==> src/rtl/rtc_pkg.sv <==
// -----------------------------------------------------------------------------
// rtc_pkg
// Shared definitions for the RTC APB-to-AOU write scheduler:
//   - write-source index constants and source count
//   - scheduler FSM state encoding
//   - one-hot helper used for write enables and pending-bit masks
// -----------------------------------------------------------------------------
package rtc_pkg;

  localparam int RTC_NUM_SRC = 5;

  localparam logic [2:0] RTC_SRC_CR     = 3'd0;
  localparam logic [2:0] RTC_SRC_MR     = 3'd1;
  localparam logic [2:0] RTC_SRC_DIV    = 3'd2;
  localparam logic [2:0] RTC_SRC_CLR    = 3'd3;
  localparam logic [2:0] RTC_SRC_INTCLR = 3'd4;

  typedef enum logic [1:0] {
    ST_IDLE     = 2'd0,
    ST_REQ      = 2'd1,
    ST_WAIT_LOW = 2'd2
  } rtc_wr_state_e;

  // Source index to one-hot mask; indices outside the source range map to 0.
  function automatic logic [RTC_NUM_SRC-1:0] rtc_src_onehot(input logic [2:0] idx);
    case (idx)
      RTC_SRC_CR:     return 5'b00001;
      RTC_SRC_MR:     return 5'b00010;
      RTC_SRC_DIV:    return 5'b00100;
      RTC_SRC_CLR:    return 5'b01000;
      RTC_SRC_INTCLR: return 5'b10000;
      default:        return 5'b00000;
    endcase
  endfunction

endpackage

==> src/rtl/rtc_wr_prio_enc.sv <==
// -----------------------------------------------------------------------------
// rtc_wr_prio_enc
// Combinational fixed-priority encoder over the pending write sources.
// Priority, highest first: CLR(3), INT_CLR(4), CR(0), MR(1), DIV(2).
// Ports:
//   pend  [4:0] in   pending flags, bit order as the source indices
//   valid       out  any pending bit set
//   index [2:0] out  winning source index (0 when valid is low)
// -----------------------------------------------------------------------------
module rtc_wr_prio_enc
  import rtc_pkg::*;
(
  input  logic [RTC_NUM_SRC-1:0] pend,
  input  logic                   unused_tie,
  output logic                   valid,
  output logic [2:0]             index
);

  // Fixed-priority selection of the winning source.
  always_comb begin
    valid = 1'b1;
    index = 3'd0;
    if (pend[RTC_SRC_CLR]) begin
      index = RTC_SRC_CLR;
    end else if (pend[RTC_SRC_INTCLR]) begin
      index = RTC_SRC_INTCLR;
    end else if (pend[RTC_SRC_CR]) begin
      index = RTC_SRC_CR;
    end else if (pend[RTC_SRC_MR]) begin
      index = RTC_SRC_MR;
    end else if (pend[RTC_SRC_DIV]) begin
      index = RTC_SRC_DIV;
    end else begin
      valid = unused_tie & 1'b0;
      index = 3'd0;
    end
  end

endmodule

==> src/rtl/rtc_aou_wr_sched.sv <==
// -----------------------------------------------------------------------------
// rtc_aou_wr_sched
// Serialises APB-side register-write requests into the RTC always-on domain
// using a 4-phase req/ack handshake (ack arrives already synchronised to pclk).
// Ports:
//   pclk, presetn      clock, asynchronous active-low reset
//   req_pls     [4:0]  one-cycle write-request pulses (CR, MR, DIV, CLR, INT_CLR)
//   aou_ack_sync       AOU write acknowledge, synchronised to pclk
//   err_clr            one-cycle pulse clearing tout_err
//   pdu_aou_wen [4:0]  one-hot registered write enable to the AOU domain
//   pend        [4:0]  per-source pending flags
//   busy               FSM active or any source pending
//   done_pls, done_id  one-cycle completion pulse and completed source index
//   tout_err           sticky handshake-timeout flag
// -----------------------------------------------------------------------------
module rtc_aou_wr_sched
  import rtc_pkg::*;
#(
  parameter int TOUT_W   = 8,
  parameter int TOUT_MAX = 200
) (
  input  logic                   pclk,
  input  logic                   presetn,
  input  logic [RTC_NUM_SRC-1:0] req_pls,
  input  logic                   aou_ack_sync,
  input  logic                   err_clr,
  output logic [RTC_NUM_SRC-1:0] pdu_aou_wen,
  output logic [RTC_NUM_SRC-1:0] pend,
  output logic                   busy,
  output logic                   done_pls,
  output logic [2:0]             done_id,
  output logic                   tout_err
);

  // Last counter value of a phase; reaching it without the exit condition is a timeout.
  localparam logic [TOUT_W-1:0] TOUT_LAST = TOUT_W'(TOUT_MAX - 1);
  localparam logic [TOUT_W-1:0] CNT_SAT   = {TOUT_W{1'b1}};

  rtc_wr_state_e          state_r, state_nxt_s;
  logic [TOUT_W-1:0]      cnt_r, cnt_nxt_s, cnt_inc_s;
  logic [2:0]             gnt_r, gnt_nxt_s;
  logic                   abort_r, abort_nxt_s;
  logic [RTC_NUM_SRC-1:0] pend_r, pend_nxt_s, pend_clr_s, pend_retry_s;
  logic [RTC_NUM_SRC-1:0] wen_r, wen_nxt_s;
  logic                   done_r, done_nxt_s;
  logic [2:0]             done_id_r, done_id_nxt_s;
  logic                   tout_err_r, tout_err_nxt_s, tout_set_s;
  logic                   enc_valid_s;
  logic [2:0]             enc_idx_s;

  rtc_wr_prio_enc u_prio_enc (
    .pend       (pend_r),
    .unused_tie (1'b0),
    .valid      (enc_valid_s),
    .index      (enc_idx_s)
  );

  // Next-state, handshake outputs, timeout and pending-mask decisions.
  always_comb begin
    state_nxt_s   = state_r;
    cnt_inc_s     = (cnt_r == CNT_SAT) ? cnt_r : cnt_r + {{(TOUT_W-1){1'b0}}, 1'b1};
    cnt_nxt_s     = cnt_r;
    gnt_nxt_s     = gnt_r;
    abort_nxt_s   = abort_r;
    wen_nxt_s     = wen_r;
    done_nxt_s    = 1'b0;
    done_id_nxt_s = done_id_r;
    tout_set_s    = 1'b0;
    pend_clr_s    = '0;
    pend_retry_s  = '0;
    case (state_r)
      ST_IDLE: begin
        // A high ack here is either spurious or left over from a stuck
        // handshake; hold off granting until it falls.
        if (enc_valid_s && !aou_ack_sync) begin
          state_nxt_s = ST_REQ;
          gnt_nxt_s   = enc_idx_s;
          wen_nxt_s   = rtc_src_onehot(enc_idx_s);
          pend_clr_s  = rtc_src_onehot(enc_idx_s);
          cnt_nxt_s   = '0;
          abort_nxt_s = 1'b0;
        end else begin
          wen_nxt_s = '0;
        end
      end
      ST_REQ: begin
        if (aou_ack_sync) begin
          state_nxt_s = ST_WAIT_LOW;
          wen_nxt_s   = '0;
          cnt_nxt_s   = '0;
        end else if (cnt_r >= TOUT_LAST) begin
          // Abandon this attempt and re-queue the source; the closing
          // WAIT_LOW phase must not report completion.
          state_nxt_s  = ST_WAIT_LOW;
          wen_nxt_s    = '0;
          cnt_nxt_s    = '0;
          tout_set_s   = 1'b1;
          abort_nxt_s  = 1'b1;
          pend_retry_s = rtc_src_onehot(gnt_r);
        end else begin
          cnt_nxt_s = cnt_inc_s;
        end
      end
      ST_WAIT_LOW: begin
        if (!aou_ack_sync) begin
          state_nxt_s   = ST_IDLE;
          cnt_nxt_s     = '0;
          done_nxt_s    = !abort_r;
          done_id_nxt_s = abort_r ? done_id_r : gnt_r;
          abort_nxt_s   = 1'b0;
        end else if (cnt_r >= TOUT_LAST) begin
          state_nxt_s = ST_IDLE;
          cnt_nxt_s   = '0;
          tout_set_s  = 1'b1;
          abort_nxt_s = 1'b0;
        end else begin
          cnt_nxt_s = cnt_inc_s;
        end
      end
      default: begin
        state_nxt_s = ST_IDLE;
        wen_nxt_s   = '0;
        cnt_nxt_s   = '0;
        abort_nxt_s = 1'b0;
      end
    endcase
    // A fresh request pulse wins over the grant clear on the same bit.
    pend_nxt_s = (pend_r & ~pend_clr_s) | req_pls | pend_retry_s;
    if (tout_set_s) begin
      tout_err_nxt_s = 1'b1;
    end else if (err_clr) begin
      tout_err_nxt_s = 1'b0;
    end else begin
      tout_err_nxt_s = tout_err_r;
    end
  end

  // State and output registers.
  always_ff @(posedge pclk or negedge presetn) begin
    if (!presetn) begin
      state_r    <= ST_IDLE;
      cnt_r      <= '0;
      gnt_r      <= 3'd0;
      abort_r    <= 1'b0;
      pend_r     <= '0;
      wen_r      <= '0;
      done_r     <= 1'b0;
      done_id_r  <= 3'd0;
      tout_err_r <= 1'b0;
    end else begin
      state_r    <= state_nxt_s;
      cnt_r      <= cnt_nxt_s;
      gnt_r      <= gnt_nxt_s;
      abort_r    <= abort_nxt_s;
      pend_r     <= pend_nxt_s;
      wen_r      <= wen_nxt_s;
      done_r     <= done_nxt_s;
      done_id_r  <= done_id_nxt_s;
      tout_err_r <= tout_err_nxt_s;
    end
  end

  assign pdu_aou_wen = wen_r;
  assign pend        = pend_r;
  assign busy        = (state_r != ST_IDLE) || (|pend_r);
  assign done_pls    = done_r;
  assign done_id     = done_id_r;
  assign tout_err    = tout_err_r;

endmodule

==> config.mk <==
export PLATFORM = sky130hd
export DESIGN_NAME = rtc_aou_wr_sched
export DESIGN_NICKNAME = d
export VERILOG_FILES = /design/src/rtl/rtc_pkg.sv /design/src/rtl/rtc_wr_prio_enc.sv /design/src/rtl/rtc_aou_wr_sched.sv
export SDC_FILE = /design/constraint.sdc
export NUM_CORES = 1
export LEC_CHECK = 0
export CORE_MARGIN = 5
export CORE_UTILIZATION = 30
export CTS_BUF_LIST = sky130_fd_sc_hd__clkbuf_8
export CTS_CLUSTER_DIAMETER = 40
export DETAILED_ROUTE_END_ITERATION = 8
export SLEW_MARGIN = 10
export SYNTH_ARGS = -nofsm -noshare
export SYNTH_HDL_FRONTEND = slang
export SYNTH_SLANG_ARGS = --single-unit
==> constraint.sdc <==
create_clock -name pclk -period 2 [get_ports pclk]
set_input_delay 0.4 -clock pclk [delete_from_list [all_inputs] [get_ports pclk]]
set_output_delay 0.4 -clock pclk [all_outputs]
set_load 0.1 [all_outputs]
==> out/results.txt, run 1 <==
The tools report the deepest level of the CTS H-tree as 2. Worst hold path depth: 1. Once detail routing completed, the nets flagged for antenna violations numbered 0. Counting the fill cells in the layout gives 496. For the proportion of synthesized chip area in sequential cells, the log shows 0.465.

For this run, the detailed router's first-pass iteration total came to 4. Vertical die dimension: 82.1 um. The number of nets handed over by synthesis was 154. For the global-route total usage across every layer, the log shows 0.129.

For the final number of max-transition violations, the log shows 0. In this run, post-CTS hold repair placed 0 buffers. The cell count along the critical path came out at 4. The logs give 1010 uW for the net switching power and 26 for the number of core rows.

Summing internal, switching and leakage power gives 2610 uW. The normalized max-slew margin was 0.677; the number of primary I/O pins was 25. Delay of the slowest cell on the worst path: 0.47 ns. In this run the mean area of a mapped cell was 11.1 um2. Synthesis instantiated 48 different standard cells from the library. Counting instances in the post-synthesis netlist gives the leading cell types as 29 x sky130_fd_sc_hd__dfrtp_1, 14 x sky130_fd_sc_hd__a21oi_1, 11 x sky130_fd_sc_hd__nand2_1. Clock-pin slew was measured on the worst setup and hold paths at 0.07 ns. In the routed design, unresolved DRC markers number 0. The share of synthesized registers carrying an async set or reset was 1.00. The detail-routed net length per standard cell is 14.0 um.

VDD sags by at most 0.000849 V. The total vias in the final route is 1287. The relative contribution of combinational cells to total power came out at 0.459.

Measured along the x axis, the die boundary spans 82.1 um. For this run the aggregate overflow at the end of global routing stands at 0. The routed design could run at a clock period as short as 1.97 ns. At the pin with the least slew margin, the transition time is 0.482 ns.

Max-cap violations in this run came to 0. Summing all flip-flop and latch instances after layout gives 734 um2. The sequential share of power was 0.302; the via count of the first global-routing pass was 1319.

The top cell type's share of synthesized area was 0.465; the number of diodes was 0. The maximum fanout along the worst path was 7; the CTS sink count was 29. The DRC violation total after the first TritonRoute iteration is 45. At the end of routability-driven placement, the weighted congestion stood at 0.847. The final clock period utilization by the worst path came out at 0.986. The floorplan step defined a die boundary enclosing 6740 um2. Among all stages on the critical path, the largest delay is contributed by sky130_fd_sc_hd__dfrtp_4. By area the synthesized netlist is led by sky130_fd_sc_hd__dfrtp_1 47%, sky130_fd_sc_hd__mux2_4 5.8%, sky130_fd_sc_hd__a21oi_1 4.5%. The tools report the hold violation count in the final report as 0. For this run, the number of Yosys warnings is 0.

The switching share of power is 0.389. The number of clock buffers added by TritonCTS is 5. At the worst endpoint, the arrival time is 1.57 ns. The core region is 5070 um2. The number of instances in the synthesized netlist was 141; the layout overhead on the synthesized area was 41.9%. The synthesized design spends more area on one cell type than any other, namely sky130_fd_sc_hd__dfrtp_1.

The synthesized design contains 29 register bits. The later pin in the worst-skew pair is clocked with a latency of 0.28 ns. The clock passes through at most 2 buffers. The kind of start point of the critical path is a flop. Summing all multi-input logic gate instances after layout gives 817 um2. The number of cells on the worst reg-to-reg path works out to 6.

The initial cell density of the core is 0.307, and the maximum frequency from static timing analysis is 0.507 GHz. Cell type group with the largest total delay on the critical path: flip-flops. Dividing total power by cell area gives a power density of 1180 nW/um2. The vias per cell works out to 4.82. Final net count: 209.

In this run the worst hold path is classified as reg -> reg. For this block, the routed nets add up to 3750 um of wire. Number of enable-type register cells in the synthesized netlist: 0. The leading cell type by number of instances after synthesis is sky130_fd_sc_hd__dfrtp_1.

By startpoint and endpoint, the worst setup path is classified as reg -> out. The count of buffers from port buffering came out at 24. The tree is rooted in a sky130_fd_sc_hd__clkbuf_8.

For the post-route setup TNS, the log shows 0 ns. Minimum setup slack after placement: 0.00859 ns. The fraction of final layout cells with drive strength greater than 1 is 0.406. Traced cell by cell, the critical path runs through buf_4, nor4b_4, nand2_2, buf_12. The tools report the largest net degree at the start of global routing as 30.

The clock network fraction of total power is 0.239. The first global-routing pass estimated 6490 um of wire. The share of the core filled with cells is 0.436, and the cell area after synthesis is 1560 um2.

The run finished with clean final reports. In the synthesized netlist the dominant register cell turns out to be sky130_fd_sc_hd__dfrtp_1. The wire-length estimate of the detail-placed layout is 2710 um. The number of antenna violations at the first check in global routing was 0; the cell-internal power was 1590 uW. For the worst setup path, the data required time is 1.60 ns. The count of buffering cells on the critical path with inverters included works out to 2.

The tools report the largest clock skew in the final design as 0.00647 ns. The tools report the worst slack on hold paths as 0.499 ns. The tools report the category of the worst setup path capture point as a primary output. Setup repair after global routing could not meet its margin everywhere.

After layout, the worst setup slack is 0.0278 ns. The static power due to leakage was 0.000969 uW; the final setup violation count was 0. TritonCTS built the clock tree.
## placed cells by master, fill, tap and decap left out, types with 4 or more instances in the layout
cell type / synthesis / final
sky130_fd_sc_hd__nor2_1: 8 / 8
sky130_fd_sc_hd__clkdlybuf4s50_1: 0 / 8
sky130_fd_sc_hd__inv_1: 8 / 7
sky130_fd_sc_hd__nand3_1: 4 / 4
sky130_fd_sc_hd__dfrtp_1: 29 / 24
sky130_fd_sc_hd__clkbuf_8: 0 / 6
sky130_fd_sc_hd__mux2_4: 6 / 6
sky130_fd_sc_hd__buf_4: 0 / 37
sky130_fd_sc_hd__dfrtp_2: 0 / 4
sky130_fd_sc_hd__nand2_1: 11 / 10
sky130_fd_sc_hd__a21oi_1: 14 / 14
sky130_fd_sc_hd__and3_1: 4 / 4
## metal layers
layer | global-route usage | up-vias | routed length, um
li1 | - | 634 | -
met1 | 0.175 | 608 | 1800
met2 | 0.195 | 39 | 1730
met3 | 0.0412 | 6 | 173
met4 | 0.0399 | 0 | 47
met5 | 0 | - | 0
## through the flow
stage               instances  instance area (um2)
finish                    267                 2210
global route              267                 2210
CTS                       266                 2200
detailed placement        254                 2040
global placement          254                 2040
floorplan                 141                 1570
## power groups by stage
stage / Sequential (uW) / Combinational (uW) / Clock, uW
after floorplan: 1080 / 469 / 0
after global placement: 794 / 1110 / 0
after detailed placement: 792 / 1110 / 0
after CTS: 784 / 1180 / 643
after global routing: 804 / 1290 / 673
final: 787 / 1200 / 623
## logic make-up (layout without fill, tap and decap cells)
logic type	Yosys count	count (layout)	share of synthesized area
and+or+nand+nor	51	51	0.198
AOI/OAI and AO/OA	39	39	0.199
DFF	29	29	0.465
adders and majority gates	4	4	0.0321
muxes	9	9	0.0794
buffers and inverters	9	65	0.0265
## final timing paths
| check | startpoint | end | slack [ns] |
|---|---|---|---|
| setup reg to reg | cnt_r[1] | pdu_aou_wen[1] | 0.10 |
| hold reg to reg | tout_err | tout_err | 0.50 |
| max in group asynchronous | presetn | pend[3] | 1.17 |
| min in group asynchronous | presetn | done_pls | 0.51 |
| setup / recovery | pend[3] | busy | 0.03 |
| hold / removal | tout_err | tout_err | 0.50 |
## timing repair
item | CTS | global route
hold endpoints to repair | 0 | 0
endpoints found under the setup margin | 1 | 2
pin swaps | 1 | 2
setup buffers | 4 | 1
gates resized for setup | 5 | 1
gates cloned | 0 | 0
## cell type report
| type | count | share of cell area |
|---|---|---|
| flip-flops and latches | 29 | 0.332 |
| clock inverters | 2 | 0.0153 |
| clock buffers | 6 | 0.0373 |
| repair buffers | 49 | 0.194 |
| multi-input cells | 103 | 0.369 |
| well taps | 70 | 0.0395 |
| inverters | 8 | 0.0136 |
## state kept, by name, summed over array words and instances, names as in the netlist
name	count
state_r	2
tout_err	1
done_pls	1
abort_r	1
gnt_r	3
pend	5
pdu_aou_wen	5
done_id	3
cnt_r	8
No activity file was read; power rests on OpenSTA's default activity.
==> run 2: changes to the inputs <==
- CORE_UTILIZATION: 30 -> 44
- PLACE_DENSITY: default -> 0.7
==> run 2 against run 1 <==
Combinational power hardly changed. Sequential cell count stayed put. Worst hold slack better by 0.0052 ns. Power is 4.4% lower.
==> out/results.txt, run 2 (synthesized netlist as in run 1, its figures left out) <==
The flow ran to the end, and the final reports show no timing, DRC or antenna violations. The area used by multi-input combinational logic was 832 um2. The final antenna-violating net count was 0; the total vias in the final route was 1330. The global-route wire length before repair was 6410 um; the final net count was 208. The detailed router finished its first iteration with 80 violations. The worst setup path is of the reg -> out kind. The switching share of power was 0.419; the net switching power was 1040 uW. For the worst setup path, the data arrival time is 1.56 ns. The tools report the number of diodes as 0. For the final database, setup skew stands at 0.00706 ns.

The via count of the first global-routing pass is 1335. Clock-pin slew was measured on the worst setup and hold paths at 0.07 ns. The number of cells on the worst reg-to-reg path is 7.

The total iterations of the first detailed-routing run came out at 4. The met1 track utilization from global routing is 0.199, and the vertical die dimension is 69.6 um. Relative to the synthesized area, the layout overhead comes to 38.0%.

The delay of the slowest cell on the worst path is 0.40 ns. Setup violations remaining at the end of the flow were counted as 0. Leaving out fill and tap cells, the most frequent cells in the layout are 36 x sky130_fd_sc_hd__buf_4, 24 x sky130_fd_sc_hd__dfrtp_1, 14 x sky130_fd_sc_hd__a21oi_1.

The category of the worst setup path capture point is a primary output. The die width works out to 69.6 um. Setup repair after global routing could not meet its margin everywhere.

The logs give 0.192 for the clock network fraction of total power and 2 for the number of buffers on the longest clock path. Power per unit of standard cell area: 1160 nW/um2. After detailed routing, the number of vias per cell comes to 5.50. After floorplanning, the core was divided into 21 placement rows. The startpoint identified for the worst register-to-register timing path is state_r[1]. Estimated wirelength of the detail-placed design: 2810 um. Walking the worst path, the cells encountered are inv_2, ha_4, buf_6, nor4b_4, nand2_2, buf_12. For the worst-skew pair, the clock arrives at the later sink with an insertion delay of 0.29 ns. The number of antenna violations at the first check in global routing was 0; the final clock period utilization by the worst path was 0.981.

In this run, post-CTS hold repair placed 0 buffers. The largest register by flop count is cnt_r. The largest net degree at the start of global routing was 30; the maximum fanout along the worst path was 4. The cell at the root of the clock tree was sky130_fd_sc_hd__clkbuf_8. The tools report the initial cell density of the core as 0.460. Maximum frequency from static timing analysis: 0.509 GHz. The critical-path cell with the highest stage delay was sky130_fd_sc_hd__dfrtp_1. The met2 capacity usage during global routing came out at 0.280.

For the setup slack on the worst flop-to-flop path, the log shows 0.07 ns. The relative contribution of combinational cells to total power was 0.492; the fraction of final layout cells with drive strength greater than 1 was 0.413. At the worst endpoint, the required time is 1.60 ns. The post-route minimum period is 1.96 ns. Cell internal power was estimated by the tool at 1450 uW. For this run the aggregate overflow at the end of global routing stands at 0. The tools report the normalized max-slew margin as 0.723. The overall power of the completed layout was 2490 uW. Routability-driven placement finished with a final weighted congestion of 0.823.

In this run the worst hold path is classified as in -> async. Pin placement for this block handled 25 I/O pins. The tools report the kind of start point of the critical path as a flop.

Most common library cell in the layout ignoring fill and taps: sky130_fd_sc_hd__buf_4. The worst-case IR drop observed on VDD is 0.000911 V. The detail-routed net length per standard cell is 16.0 um. The transition at the pin with the smallest max-transition slack was 0.414 ns; the CTS sink count was 29. In the routed design, unresolved DRC markers number 0. The die covers 4840 um2. The register with the most flip-flops in the layout has 8 of them. Clock tree synthesis inserted a total of 5 buffers.

The sequential share of power was 0.316. In this run the number of H-tree levels came out at 2. The final number of max-transition violations came out at 0.

The endpoint identified for the worst register-to-register timing path is cnt_r[4]. The global-route total usage across every layer was 0.169; the hold violation count in the final report was 0. TritonCTS built the clock tree. The count of buffering cells on the critical path with inverters included is 3.

The logs give 0 ns for the post-route setup TNS and 3390 um2 for the core area. The met3 routing resource usage after global routing was 0.0493. In this run the static leakage power is 0.000945 uW.

After filler insertion, the fill cell instance count of the layout stands at 271. The cell type group with the largest total delay on the critical path is flip-flops. The wire length after detailed routing is 3860 um. The combined flip-flop and latch cell area came out at 734 um2. In this run the most used layer during global routing was met2. Buffers placed on the I/O ports in this run total 24.

Max-cap violations in this run came to 0.
run 2: final cells by class:
| type | count | area share |
|---|---|---|
| multi-input combinational | 103 | 0.386 |
| timing repair buffer | 48 | 0.192 |
| inverter | 8 | 0.0139 |
| clock buffer | 5 | 0.0320 |
| tap | 46 | 0.0267 |
| clock inverter | 3 | 0.00813 |
| sequential | 29 | 0.341 |
run 2: timing repair:
action | in CTS | in global routing
endpoints found under the setup margin | 2 | 3
resized for setup | 5 | 4
buffers inserted | 2 | 3
pin swaps | 1 | 2
run 2: metrics by stage:
stage / utilization / setup slack [ns] / hold WS, ns / instance area, um2 / std cells
floorplan: - / 0.0110 / 0.104 / 1570 / 141
global placement: 0.586 / 0.0266 / 0.485 / 1990 / 229
detailed placement: 0.586 / -0.0101 / 0.493 / 1990 / 229
CTS: 0.623 / 0.00516 / 0.506 / 2110 / 239
global route: 0.635 / -0.0431 / 0.523 / 2150 / 242
finish: 0.635 / 0.0370 / 0.504 / 2150 / 242
run 2: worst max path at each step:
stage,slack [ns],depth (start not counted),from,end
floorplan,0.01,4,pend[3],state_r[1]
global placement,0.03,5,aou_ack_sync,pdu_aou_wen[2]
detailed placement,-0.01,5,aou_ack_sync,pdu_aou_wen[0]
CTS,0.005,6,state_r[0],busy
global route,-0.04,6,state_r[0],busy
finish,0.04,6,state_r[1],busy
run 2: power groups by stage:
stage	sequential (uW)	clock, uW	combinational (uW)
3_3_place_gp	791	0	1090
4_1_cts	785	489	1170
3_5_place_dp	793	0	1120
5_1_grt	806	523	1300
6_report	787	478	1230
2_1_floorplan	1080	0	469
run 2: per-layer routing:
metal | vias up | wire, um
li1 | 635 | -
met1 | 665 | 1690
met2 | 25 | 1980
met3 | 5 | 118
met4 | 0 | 71
met5 | - | 0
==> run 3: changes to the inputs <==
- SYNTH_HIERARCHICAL: default -> 1
==> run 3 against run 2 <==
The run now ends with negative setup slack left. Clock power down 5.9%. Sequential share of layout area up 2.6 points. Global-route usage down 1.6 points. Highest routed layer unchanged.
==> out/results.txt, run 3 <==
The cell at the root of the clock tree is sky130_fd_sc_hd__clkbuf_8. The clock slew seen by the registers of the worst setup and hold paths was 0.06 ns. The startpoint identified for the worst register-to-register timing path is pend[1].

For this run, the top clock speed supported by timing is 0.472 GHz. In the final design database the tool counted 192 nets. Counting the buffers created by CTS gives 5. The logs give 0.00358 ns for the largest clock skew in the final design and 297 for the number of filler instances in the final layout. The count of yosys warnings during synthesis was 6.

The total vias in the final route came out at 1251. The final clock period utilization by the worst path was 1.06; the final antenna-violating net count was 0. The die width is 69.4 um, and the data required time of the critical path is 1.60 ns.

After synthesis the cells add up to 1550 um2. In this run the power density over the cells is 1160 nW/um2. The clock drives 29 sinks. In the routed design, unresolved DRC markers number 0.

The critical-path cell with the highest stage delay is sky130_fd_sc_hd__or4_1. Of all nets on the critical path, the largest fanout is 2. The later pin in the worst-skew pair is clocked with a latency of 0.28 ns. In this run the tool buffered the top-level ports with 24 buffer cells. The fraction of final layout cells with drive strength greater than 1 works out to 0.333. In the layout the commonest cells are 27 x sky130_fd_sc_hd__buf_4, 24 x sky130_fd_sc_hd__dfrtp_1, 10 x sky130_fd_sc_hd__inv_1.

STA puts the critical path data arrival time at 1.72 ns. The global-route wire length before repair is 5960 um, and the global-route total usage across every layer is 0.154. The count of buffering cells on the critical path with inverters included is 1. Routability-driven placement finished with a final weighted congestion of 0.943. The number of nets in the synthesized netlist is 151.

The logs give 25 for the number of primary I/O pins and 1264 for the via count of the first global-routing pass. After routing the design area is 1990 um2. Across all register-to-register paths, the minimum setup slack is 0.17 ns. Hold repair after CTS inserted 0 buffers. In this run the worst hold path is classified as in -> async. The type of the worst setup path is reg -> out. The finished layout holds 226 standard cells, fillers aside. The final setup violation count was 1; the number of flip-flops in the largest register was 8. TritonCTS built the clock tree. Post-route setup TNS: -0.120 ns.

The number of buffers on the longest clock path was 2. The estimated wirelength of the detail-placed design is 2630 um. The logs give 2 for the deepest level of the CTS H-tree and 0 for the count of maximum capacitance violations.

The tools report the number of antenna violations at the first check in global routing as 0. For the wire length after detailed routing, the log shows 3460 um. The tools report the final number of max-transition violations as 0. The run gives 138 as the number of instances in the synthesized netlist. The tools report the initial cell density of the core as 0.461. The run gives 0.000848 uW as the static power due to leakage. The core area is 3360 um2, and the number of core rows is 21. The worst register-to-register path has a depth of 7. The kind of start point of the critical path is a flop. The vias per cell works out to 5.54.

For this block, the initial DRC count from the detailed router was 74. cnt_r holds more flip-flops than any other register. Once placement completed, the tool counted placed cells totaling 216. Once placement finished, the instance area stood at 1890 um2. For this run the aggregate overflow at the end of global routing stands at 0. The worst register-to-register path ends at cnt_r[6]. The die is 69.4 um tall.

On the worst path, the slowest cell contributes a delay of 0.51 ns. The critical path goes through or4_1, or3_4, buf_12. Dividing the synthesized area by the synthesized cell count gives 11.2 um2.

The post-route minimum period was 2.12 ns. The worst-case IR drop observed on VDD is 0.000485 V. Setup repair after global routing could not meet its margin everywhere.

The worst setup path is captured at a primary output. The tools report the hold violation count in the final report as 0. For the normalized max-slew margin, the log shows 0.734.

The floorplan step defined a die boundary enclosing 4810 um2. The number of antenna diodes in the final layout is 0. The transition at the pin with the smallest max-transition slack was 0.399 ns. The run gives -0.120 ns as the post-route worst setup slack. Entering global routing, the biggest net connects 30 pins. Leaving out fill and tap cells, the most frequent cell in the layout is sky130_fd_sc_hd__buf_4. The detail-routed net length per standard cell was 15.3 um; the layout overhead on the synthesized area was 28.7%. The flow ran to the end, but the final reports show violations. Before antenna repair, the detailed router went through 4 iterations. Cell type group with the largest total delay on the critical path: simple AND/OR/NAND/NOR gates. The final reports fail on negative setup slack. The completed layout was analyzed and its total power is 2310 uW.
==> run 3: per-layer routing <==
layer / vias up / GRT usage / routed length (um)
met5: - / 0 / 0
met4: 0 / 0.0716 / 70
met3: 7 / 0.0449 / 217
met2: 42 / 0.252 / 1680
met1: 603 / 0.185 / 1490
li1: 599 / - / -
==> run 3: final cells by class <==
type,instances,area [um2],share of cell area
multi-input cells,98,786,0.394
flip-flops and latches,29,732,0.367
repair buffers,36,303,0.152
clock buffers,5,68.8,0.0345
well taps,46,57.6,0.0289
inverters,9,33.8,0.0169
clock inverters,3,13.8,0.00690
==> run 3: per-stage QoR <==
step	setup slack, ns	utilization	hold slack (ns)
floorplan	-0.0558	-	0.104
global placement	-0.00196	0.563	0.490
detailed placement	-0.106	0.563	0.505
CTS	-0.129	0.592	0.511
global route	-0.169	0.593	0.532
finish	-0.120	0.593	0.499
==> run 3: power by group <==
group | internal (uW) | switching (uW) | leakage (uW) | total, uW
clock network | 235 | 215 | 0.0000491 | 450
logic | 369 | 716 | 0.000443 | 1090
registers | 688 | 88.4 | 0.000355 | 776
==> run 3: worst max-delay path by stage <==
stage / end / slack (ns) / startpoint / depth (start not counted)
after CTS: busy / -0.13 / pend[2] / 3
after global routing: busy / -0.17 / pend[2] / 3
after floorplan: busy / -0.06 / pend[2] / 2
after detailed placement: cnt_r[3] / -0.11 / aou_ack_sync / 5
final: busy / -0.12 / pend[2] / 3
after global placement: cnt_r[0] / -0.002 / aou_ack_sync / 4
==> run 3: repair_timing <==
action / CTS / global route
setup endpoints to repair: 1 / 15
hold endpoints to repair: 0 / 0
gates resized for setup: 1 / 1
setup buffers: 2 / 0
